===== src/rtl/game_pkg.sv =====
// Shared constants and state encoding for the Whac-A-Mole game sequencer and timer.
package game_pkg;

  localparam int unsigned DefGameLengthSeconds = 20;
  localparam int unsigned DefClksPerMs         = 50000;
  localparam int unsigned MsPerSec             = 1000;

  typedef enum logic [2:0] {
    StIdle,
    StReady,
    StPlaying,
    StPaused,
    StGameOver
  } game_state_t;

endpackage


===== src/rtl/ms_tick_gen.sv =====
// Millisecond / second tick generator: prescaler over CLKS_PER_MS plus a 0..999 ms counter.
module ms_tick_gen
  import game_pkg::*;
#(
  parameter int unsigned CLKS_PER_MS = DefClksPerMs
) (
  input  logic clk,
  input  logic rst,
  input  logic clear,
  input  logic enable,
  output logic ms_tick,
  output logic sec_tick
);

  localparam int unsigned PrescW = (CLKS_PER_MS > 1) ? $clog2(CLKS_PER_MS) : 1;

  logic [PrescW-1:0] presc_q;
  logic [9:0]        ms_q;

  assign ms_tick  = enable && (presc_q == PrescW'(CLKS_PER_MS - 1));
  assign sec_tick = ms_tick && (ms_q == 10'(MsPerSec - 1));

  always_ff @(posedge clk) begin
    if (rst || clear) begin
      presc_q <= '0;
      ms_q    <= '0;
    end else if (enable) begin
      if (ms_tick) begin
        presc_q <= '0;
        ms_q    <= sec_tick ? '0 : ms_q + 10'd1;
      end else begin
        presc_q <= presc_q + PrescW'(1);
      end
    end
  end

endmodule


===== src/rtl/game_controller.sv =====
// Game sequencer: ready countdown, play/pause, game-over, score and session high score.
module game_controller
  import game_pkg::*;
#(
  parameter int unsigned GAME_LENGTH_SECONDS = DefGameLengthSeconds,
  parameter int unsigned CLKS_PER_MS         = DefClksPerMs,
  parameter int unsigned READY_SECONDS       = 3,
  parameter int unsigned SCORE_WIDTH         = 8,
  localparam int unsigned SecW   = $clog2(GAME_LENGTH_SECONDS),
  localparam int unsigned MsW    = $clog2(MsPerSec),
  localparam int unsigned DigitW = $clog2(READY_SECONDS + 1)
) (
  input  logic                   clk,
  input  logic                   rst,
  input  logic                   start,
  input  logic                   pause,
  input  logic                   hit,
  input  logic [SecW-1:0]        count_down_seconds,
  input  logic [MsW-1:0]         count_down_milliseconds,
  output logic                   timer_enable,
  output logic                   timer_rst,
  output logic [DigitW-1:0]      ready_digit,
  output logic                   playing,
  output logic                   game_over,
  output logic [SCORE_WIDTH-1:0] score,
  output logic [SCORE_WIDTH-1:0] high_score
);

  game_state_t            state;
  logic                   tick_clear;
  logic                   sec_tick;
  logic                   unused_ms_tick;
  logic                   timeout;
  logic [SCORE_WIDTH-1:0] score_next;

  // Counters restart on the same edge that enters READY.
  assign tick_clear = start && ((state == StIdle) || (state == StGameOver));
  assign timeout    = (state == StPlaying) && (count_down_seconds == '0)
                      && (count_down_milliseconds == '0);

  always_comb begin
    score_next = score;
    if (hit && (state == StPlaying) && (score != {SCORE_WIDTH{1'b1}})) begin
      score_next = score + SCORE_WIDTH'(1);
    end
  end

  ms_tick_gen #(
    .CLKS_PER_MS(CLKS_PER_MS)
  ) u_ms_tick_gen (
    .clk     (clk),
    .rst     (rst),
    .clear   (tick_clear),
    .enable  (state == StReady),
    .ms_tick (unused_ms_tick),
    .sec_tick(sec_tick)
  );

  always_ff @(posedge clk) begin
    if (rst) begin
      state        <= StIdle;
      timer_enable <= 1'b0;
      timer_rst    <= 1'b1;
      ready_digit  <= '0;
      playing      <= 1'b0;
      game_over    <= 1'b0;
      score        <= '0;
      high_score   <= '0;
    end else begin
      timer_rst <= 1'b0;
      unique case (state)
        StIdle, StGameOver: begin
          // Keep the timer loaded while idle so it is ready at any start.
          if (state == StIdle) timer_rst <= 1'b1;
          if (start) begin
            state       <= StReady;
            timer_rst   <= 1'b1;
            ready_digit <= DigitW'(READY_SECONDS);
            score       <= '0;
            game_over   <= 1'b0;
          end
        end
        StReady: begin
          if (sec_tick) begin
            if (ready_digit == DigitW'(1)) begin
              state        <= StPlaying;
              ready_digit  <= '0;
              timer_enable <= 1'b1;
              playing      <= 1'b1;
            end else begin
              ready_digit <= ready_digit - DigitW'(1);
            end
          end
        end
        StPlaying: begin
          score <= score_next;
          if (timeout) begin
            state        <= StGameOver;
            timer_enable <= 1'b0;
            playing      <= 1'b0;
            game_over    <= 1'b1;
            if (score_next > high_score) high_score <= score_next;
          end else if (pause) begin
            state        <= StPaused;
            timer_enable <= 1'b0;
            playing      <= 1'b0;
          end
        end
        StPaused: begin
          if (pause) begin
            state        <= StPlaying;
            timer_enable <= 1'b1;
            playing      <= 1'b1;
          end
        end
        default: begin
          state        <= StIdle;
          timer_rst    <= 1'b1;
          timer_enable <= 1'b0;
          playing      <= 1'b0;
          game_over    <= 1'b0;
          ready_digit  <= '0;
        end
      endcase
    end
  end

endmodule


===== config.mk =====
export PLATFORM = sky130hd
export DESIGN_NAME = game_controller
export DESIGN_NICKNAME = d
export VERILOG_FILES = /design/src/rtl/game_pkg.sv /design/src/rtl/ms_tick_gen.sv /design/src/rtl/game_controller.sv
export SDC_FILE = /design/constraint.sdc
export NUM_CORES = 1
export LEC_CHECK = 0
export CAP_MARGIN = 40
export CORE_UTILIZATION = 30
export CTS_CLUSTER_SIZE = 30
export DETAILED_ROUTE_END_ITERATION = 16
export SLEW_MARGIN = 20
export SYNTH_ARGS = -nofsm -noshare
export SYNTH_HDL_FRONTEND = slang
export SYNTH_SLANG_ARGS = --single-unit

===== constraint.sdc =====
create_clock -name clk -period 6.3 [get_ports clk]
set_input_delay 1.26 -clock clk [delete_from_list [all_inputs] [get_ports clk]]
set_output_delay 1.26 -clock clk [all_outputs]
set_load 0.03 [all_outputs]

==> results.yml, run 1 <==
floorplanning:
  pin_count: 42
  die_h_um: 97.8
  rows: 34
  die_w_um: 97.8
  core-area_mm2: 0.00881
  fp.dieArea_mm2: 0.00957
  start_util_pct: 31.3
cells_and_area:
  drive_gt1_share_pct: 5.72
  final_area_mm2: 0.00337
  syn_to_final_growth_pct: 22.4
  fillerInstances: 879
  diodes: 0
  nets: 398
power_and_ir_drop:
  powerDensity_mw_per_mm2: 234
  power_switching_uw: 279
  leakage_uw: 0.00120
  ir_drop_uv: 137
  internal_power_uw: 509
  pwr-share-seq_pct: 45.9
  pwr-share-clk_pct: 25.7
  sw_frac_of_total_pct: 35.4
  combPwrFrac_pct: 28.4
global_route:
  overflow: 0
  grt_usage_pct: 14.0
  grt_pass1_vias: 2376
  grt_pass1_wl_um: 11100
  antenna_found_initial: 0
  grt_max_degree: 23
clock_network:
  cts.clk_slew.worst_paths_ps: 100
  cts_root_buf: "clkbuf_8"
  clock_latency_ps: 310
  cts_tree: "yes"
  cts_sinks: 50
  cts_hold_buf: 0
  cts_resized: 0
  postCtsSetupBuffers: 0
  cts_max_level: 2
  cts_max_path_buffers: 2
  cts_made_buffers: 5
drt:
  via_per_inst: 5.17
  drc: 0
  first_pass_iters: 4
  wl_um: 6200
  drt-initial-drc-count: 102
  wire_per_inst_um: 13.1
  vias: 2454
  drtAntennaViolNets: 0
timing:
  finalMaxSlewViolations: 0
  final-setup-viol-count: 0
  layout_min_cycle_time_ps: 4230
  hold_violations: 0
  period_share_pct: 67.2
  tightest_slew_ps: 774
  max_freq_ghz: 0.236
  max-slew-margin-rel_pct: 48.3
  setup_tns_ps: 0
  rsz0062_at_grt: "false"
  fin_skew_ps: 12.0
synth:
  synth_edf_count: 0
  synth_warnings: 0
  ys_top_cells_by_area: "dfxtp_1 (36%), nor2_1 (5.6%), ha_1 (5.5%)"
  synth_cells: 327
  ys_types: 54
  ys_seq_area_share_pct: 36.3
  synth_top_area_share_pct: 36.3
  ys.flop_type: "dfxtp_1"
  synthArstFlopShare_pct: 0
  synth_most_common_cell: "dfxtp_1"
  syn_avg_cell_area_um2: 8.42
  synth_seq_cells: 50
  yosys-top-cells-count: "dfxtp_1 (50), nor2_1 (41), nand2_1 (33)"
  synthesis.area_mm2: 0.00275
  synth_nets: 359
  yosys.area.top_type: "dfxtp_1"
worst_setup_path:
  crit_path_max_fanout: 7
  cp_data_arrival_time_ps: 4440
  r2r-start: "state[1]$_SDFFE_PP0P_"
  path_class: "primary input to flop"
  startpoint: "hit"
  reg2reg_depth: 11
  cp-end-kind: "flop"
  start_kind: "primary input"
  required_ps: 6510
status:
  status: "completed"
place:
  io_buffers: 41
  placed_area_mm2: 0.00326
  dp_hpwl_um: 4600
  gp_congestion: 0.855
hold_path:
  hp-start: "u_ms_tick_gen.presc_q[1]$_SDFFE_PP0P_"
  hold_path.class: "flop to flop"
  hold-path-cell-count: 2
job:
  drv_cap: 0
power groups by stage:
stage               registers, uW  logic [uW]  clock network (uW)
floorplan                     375         147                   0
finish                        362         224                 203
global route                  367         247                 227
global placement              369         223                   0
detailed placement            369         224                   0
CTS                           362         225                 213
cell usage in the layout (no fill, tap or decap), types with 7 or more instances in the layout:
cell type,count
ha_1,12
xor2_1,10
nand3_1,8
inv_1,17
mux2i_1,7
clkdlybuf4s50_1,41
xnor2_1,15
nor2_1,41
nand4_1,10
nand2_1,33
dfxtp_1,50
nor3_1,11
nor4_1,7
a21oi_1,17
final timing paths:
path	endpoint	slack (ps)
worst max register to register	high_score[4]$_SDFFE_PP0P_	2830
worst max-delay path	high_score[4]$_SDFFE_PP0P_	2070
worst min register to register	u_ms_tick_gen.presc_q[1]$_SDFFE_PP0P_	480
worst min-delay path	u_ms_tick_gen.presc_q[1]$_SDFFE_PP0P_	480
metal layers:
| metal | vias up | global-route usage (%) | wire length [um] |
|---|---|---|---|
| met5 | - | 0 | 0 |
| met3 | 8 | 2.36 | 218 |
| met2 | 53 | 23.6 | 2920 |
| li1 | 1256 | - | - |
| met1 | 1137 | 18.3 | 2980 |
| met4 | 0 | 4.55 | 84 |
cells by family after synthesis:
logic type	count (synthesis)	synth area share [%]
DFF	50	36.3
AOI/OAI and AO/OA	56	14.4
adders and majority gates	12	5.45
muxes	12	4.59
buffers and inverters	27	3.86
and+or+nand+nor	145	27.4
xor gates and xnor gates	25	7.95
stage by stage:
| stage | hold WS, ps | util (%) | worst slack [ps] | total power, uW | cells |
|---|---|---|---|---|---|
| after global routing | 502 | 38.3 | 1830 | 841 | 475 |
| final | 479 | 38.3 | 2070 | 788 | 475 |
| after global placement | 454 | 37.0 | 1790 | 592 | 466 |
| after CTS | 483 | 38.1 | 2060 | 800 | 474 |
| after floorplan | 444 | - | 2530 | 522 | 327 |
| after detailed placement | 464 | 37.0 | 1710 | 593 | 466 |
worst max-delay path, cell delays in order:
cell	delay, ps
clkdlybuf4s50_1	510
nand4bb_1	210
a211oi_1	470
and3_1	240
xnor2_1	170
inv_1	70
ha_1	300
nand4_1	120
nor2_1	60
or3_4	390
a21oi_4	270
mux2_2	370
state kept, by name (all words and copies together), names as in the netlist:
register / count
u_ms_tick_gen.presc_q: 16
u_ms_tick_gen.ms_q: 10
high_score: 8
score: 8
state: 3
ready_digit: 2
game_over: 1
playing: 1
timer_rst: 1
layout make-up:
| cell class | count | area [um^2] | share of cell area, % |
|---|---|---|---|
| clock inverters | 3 | 28.8 | 0.854 |
| inverters | 17 | 63.8 | 1.89 |
| well taps | 108 | 135 | 4.01 |
| repair buffers | 42 | 425 | 12.6 |
| clock buffers | 5 | 68.8 | 2.04 |
| multi-input cells | 250 | 1650 | 48.9 |
| flip-flops and latches | 50 | 1000 | 29.7 |
Power figures use the tool's default switching activity.
==> run 2, diff against run 1 <==
- clock period: 6.3 -> 3.45 ns (I/O delays scaled with it)
==> results.yml, run 2 (synthesis gave the netlist of run 1 again) <==
status:
  status: "completed"
power_and_ir_drop:
  ir_drop_uv: 273
  sw_frac_of_total_pct: 35.3
  power_switching_uw: 522
  p_total_uw: 1480
  leakage_uw: 0.00129
  pwr-share-clk_pct: 25.4
  pwr-share-seq_pct: 43.4
  combPwrFrac_pct: 31.1
  powerDensity_mw_per_mm2: 419
  internal_power_uw: 955
timing:
  rsz0062_at_grt: "false"
  finalMaxSlewViolations: 0
  period_share_pct: 94.9
  layout_min_cycle_time_ps: 3270
  final-setup-viol-count: 0
  hold_violations: 0
  max-slew-margin-rel_pct: 65.1
  tightest_slew_ps: 517
  holdWs_ps: 476
  fin_skew_ps: 14.1
  max_freq_ghz: 0.305
global_route:
  grt_max_degree: 19
  antenna_found_initial: 0
  overflow: 0
  grt_pass1_vias: 2527
  grt_usage_pct: 14.3
  grt_pass1_wl_um: 11400
worst_setup_path:
  start_kind: "primary input"
  cp-end-kind: "flop"
  r2r_slack_ps: 370
  path_class: "primary input to flop"
  crit_path_max_fanout: 5
  rr_endpoint: "high_score[7]$_SDFFE_PP0P_"
  reg2reg_depth: 13
  startpoint: "hit"
  r2r-start: "score[1]$_SDFFE_PP0P_"
  cp_data_arrival_time_ps: 3530
  required_ps: 3700
clock_network:
  cts_root_buf: "clkbuf_8"
  postCtsSetupBuffers: 0
  cts_resized: 0
  cts_max_path_buffers: 2
  cts_sinks: 50
  cts_made_buffers: 5
  clock_latency_ps: 310
  cts.clk_slew.worst_paths_ps: 110
  cts_tree: "yes"
  cts_max_level: 2
  cts_hold_buf: 0
hold_path:
  hp-start: "u_ms_tick_gen.ms_q[1]$_SDFFE_PP0P_"
  hold_path_end: "u_ms_tick_gen.ms_q[1]$_SDFFE_PP0P_"
  hold-path-cell-count: 2
  hold_path.class: "flop to flop"
floorplanning:
  die_w_um: 97.8
  die_h_um: 97.8
  core-area_mm2: 0.00881
  fp.dieArea_mm2: 0.00957
  rows: 34
  pin_count: 42
  start_util_pct: 31.3
place:
  io_buffers: 41
  dp_hpwl_um: 5110
  dp_cells: 486
  gp_congestion: 0.900
cells_and_area:
  diodes: 0
  drive_gt1_share_pct: 10.9
  fillerInstances: 868
  fin_cells: 494
  top_register: "u_ms_tick_gen.presc_q"
  nets: 417
  layout_commonest_cell: "dfxtp_1"
  syn_to_final_growth_pct: 28.1
  mostFrequentLayoutCells: "dfxtp_1 (50), nor2_1 (41), clkdlybuf4s50_1 (41)"
  largestRegisters: "u_ms_tick_gen.presc_q x16, u_ms_tick_gen.ms_q x10"
  largest_reg_flops: 16
job:
  drv_cap: 0
drt:
  drc: 0
  vias: 2502
  drt-initial-drc-count: 76
  wl_um: 6620
  drtAntennaViolNets: 0
  wl_met1_um: 3130
  first_pass_iters: 4
  highest_layer: "met4"
  via_per_inst: 5.06
  route.met2.wl_um: 3150
  routed-wl-met3_um: 156
  wire_per_inst_um: 13.4
-- run 2: cell types whose count changed in the layout (fill, tap and decap cells not counted), sizes merged --
| cell | previous run | this run |
|---|---|---|
| buf | 1 | 20 |
-- run 2: area by class of cell --
class	instances	area, um^2	area share [%]
timing repair buffer	61	561	15.9
tap	108	135	3.83
multi-input combinational	250	1670	47.3
sequential	50	1000	28.4
clock inverter	3	28.8	0.816
clock buffer	5	68.8	1.95
inverter	17	63.8	1.81
-- run 2: power groups by stage --
stage	Combinational [uW]	Clock (uW)	Sequential, uW
2_1_floorplan	268	0	684
3_5_place_dp	457	0	653
5_1_grt	502	418	647
6_report	460	376	642
4_1_cts	459	394	639
3_3_place_gp	454	0	652
-- run 2: routing by layer --
metal	up-vias	track usage, %
li1	1280	-
met1	1172	17.6
met2	36	25.2
met3	14	2.51
met4	0	5.13
met5	-	0
-- run 2: worst max-delay path by stage --
stage,depth (start not counted),to
floorplan,12,high_score[0]$_SDFFE_PP0P_
global placement,12,high_score[4]$_SDFFE_PP0P_
detailed placement,12,high_score[4]$_SDFFE_PP0P_
CTS,12,high_score[4]$_SDFFE_PP0P_
global route,12,high_score[4]$_SDFFE_PP0P_
finish,13,high_score[7]$_SDFFE_PP0P_
-- run 2: per-stage QoR --
stage,setup TNS [ps],util [%],area [um^2],setup slack [ps]
floorplan,0,-,2750,156
global placement,-388,38.7,3410,-95.3
detailed placement,-1390,38.7,3410,-213
CTS,0,39.8,3500,132
global route,0,40.1,3530,17.4
finish,0,40.1,3530,176
-- run 2: critical path: stages --
cell             delay [ps]
clkdlybuf4s50_1         540
nand4bb_4               160
a211oi_2                250
and3_1                  210
xnor2_1                 140
inv_1                    60
ha_1                    290
nand4_1                 130
nor2_1                   60
or3_4                   380
buf_4                   150
a221o_1                 340
a21oi_1                 110
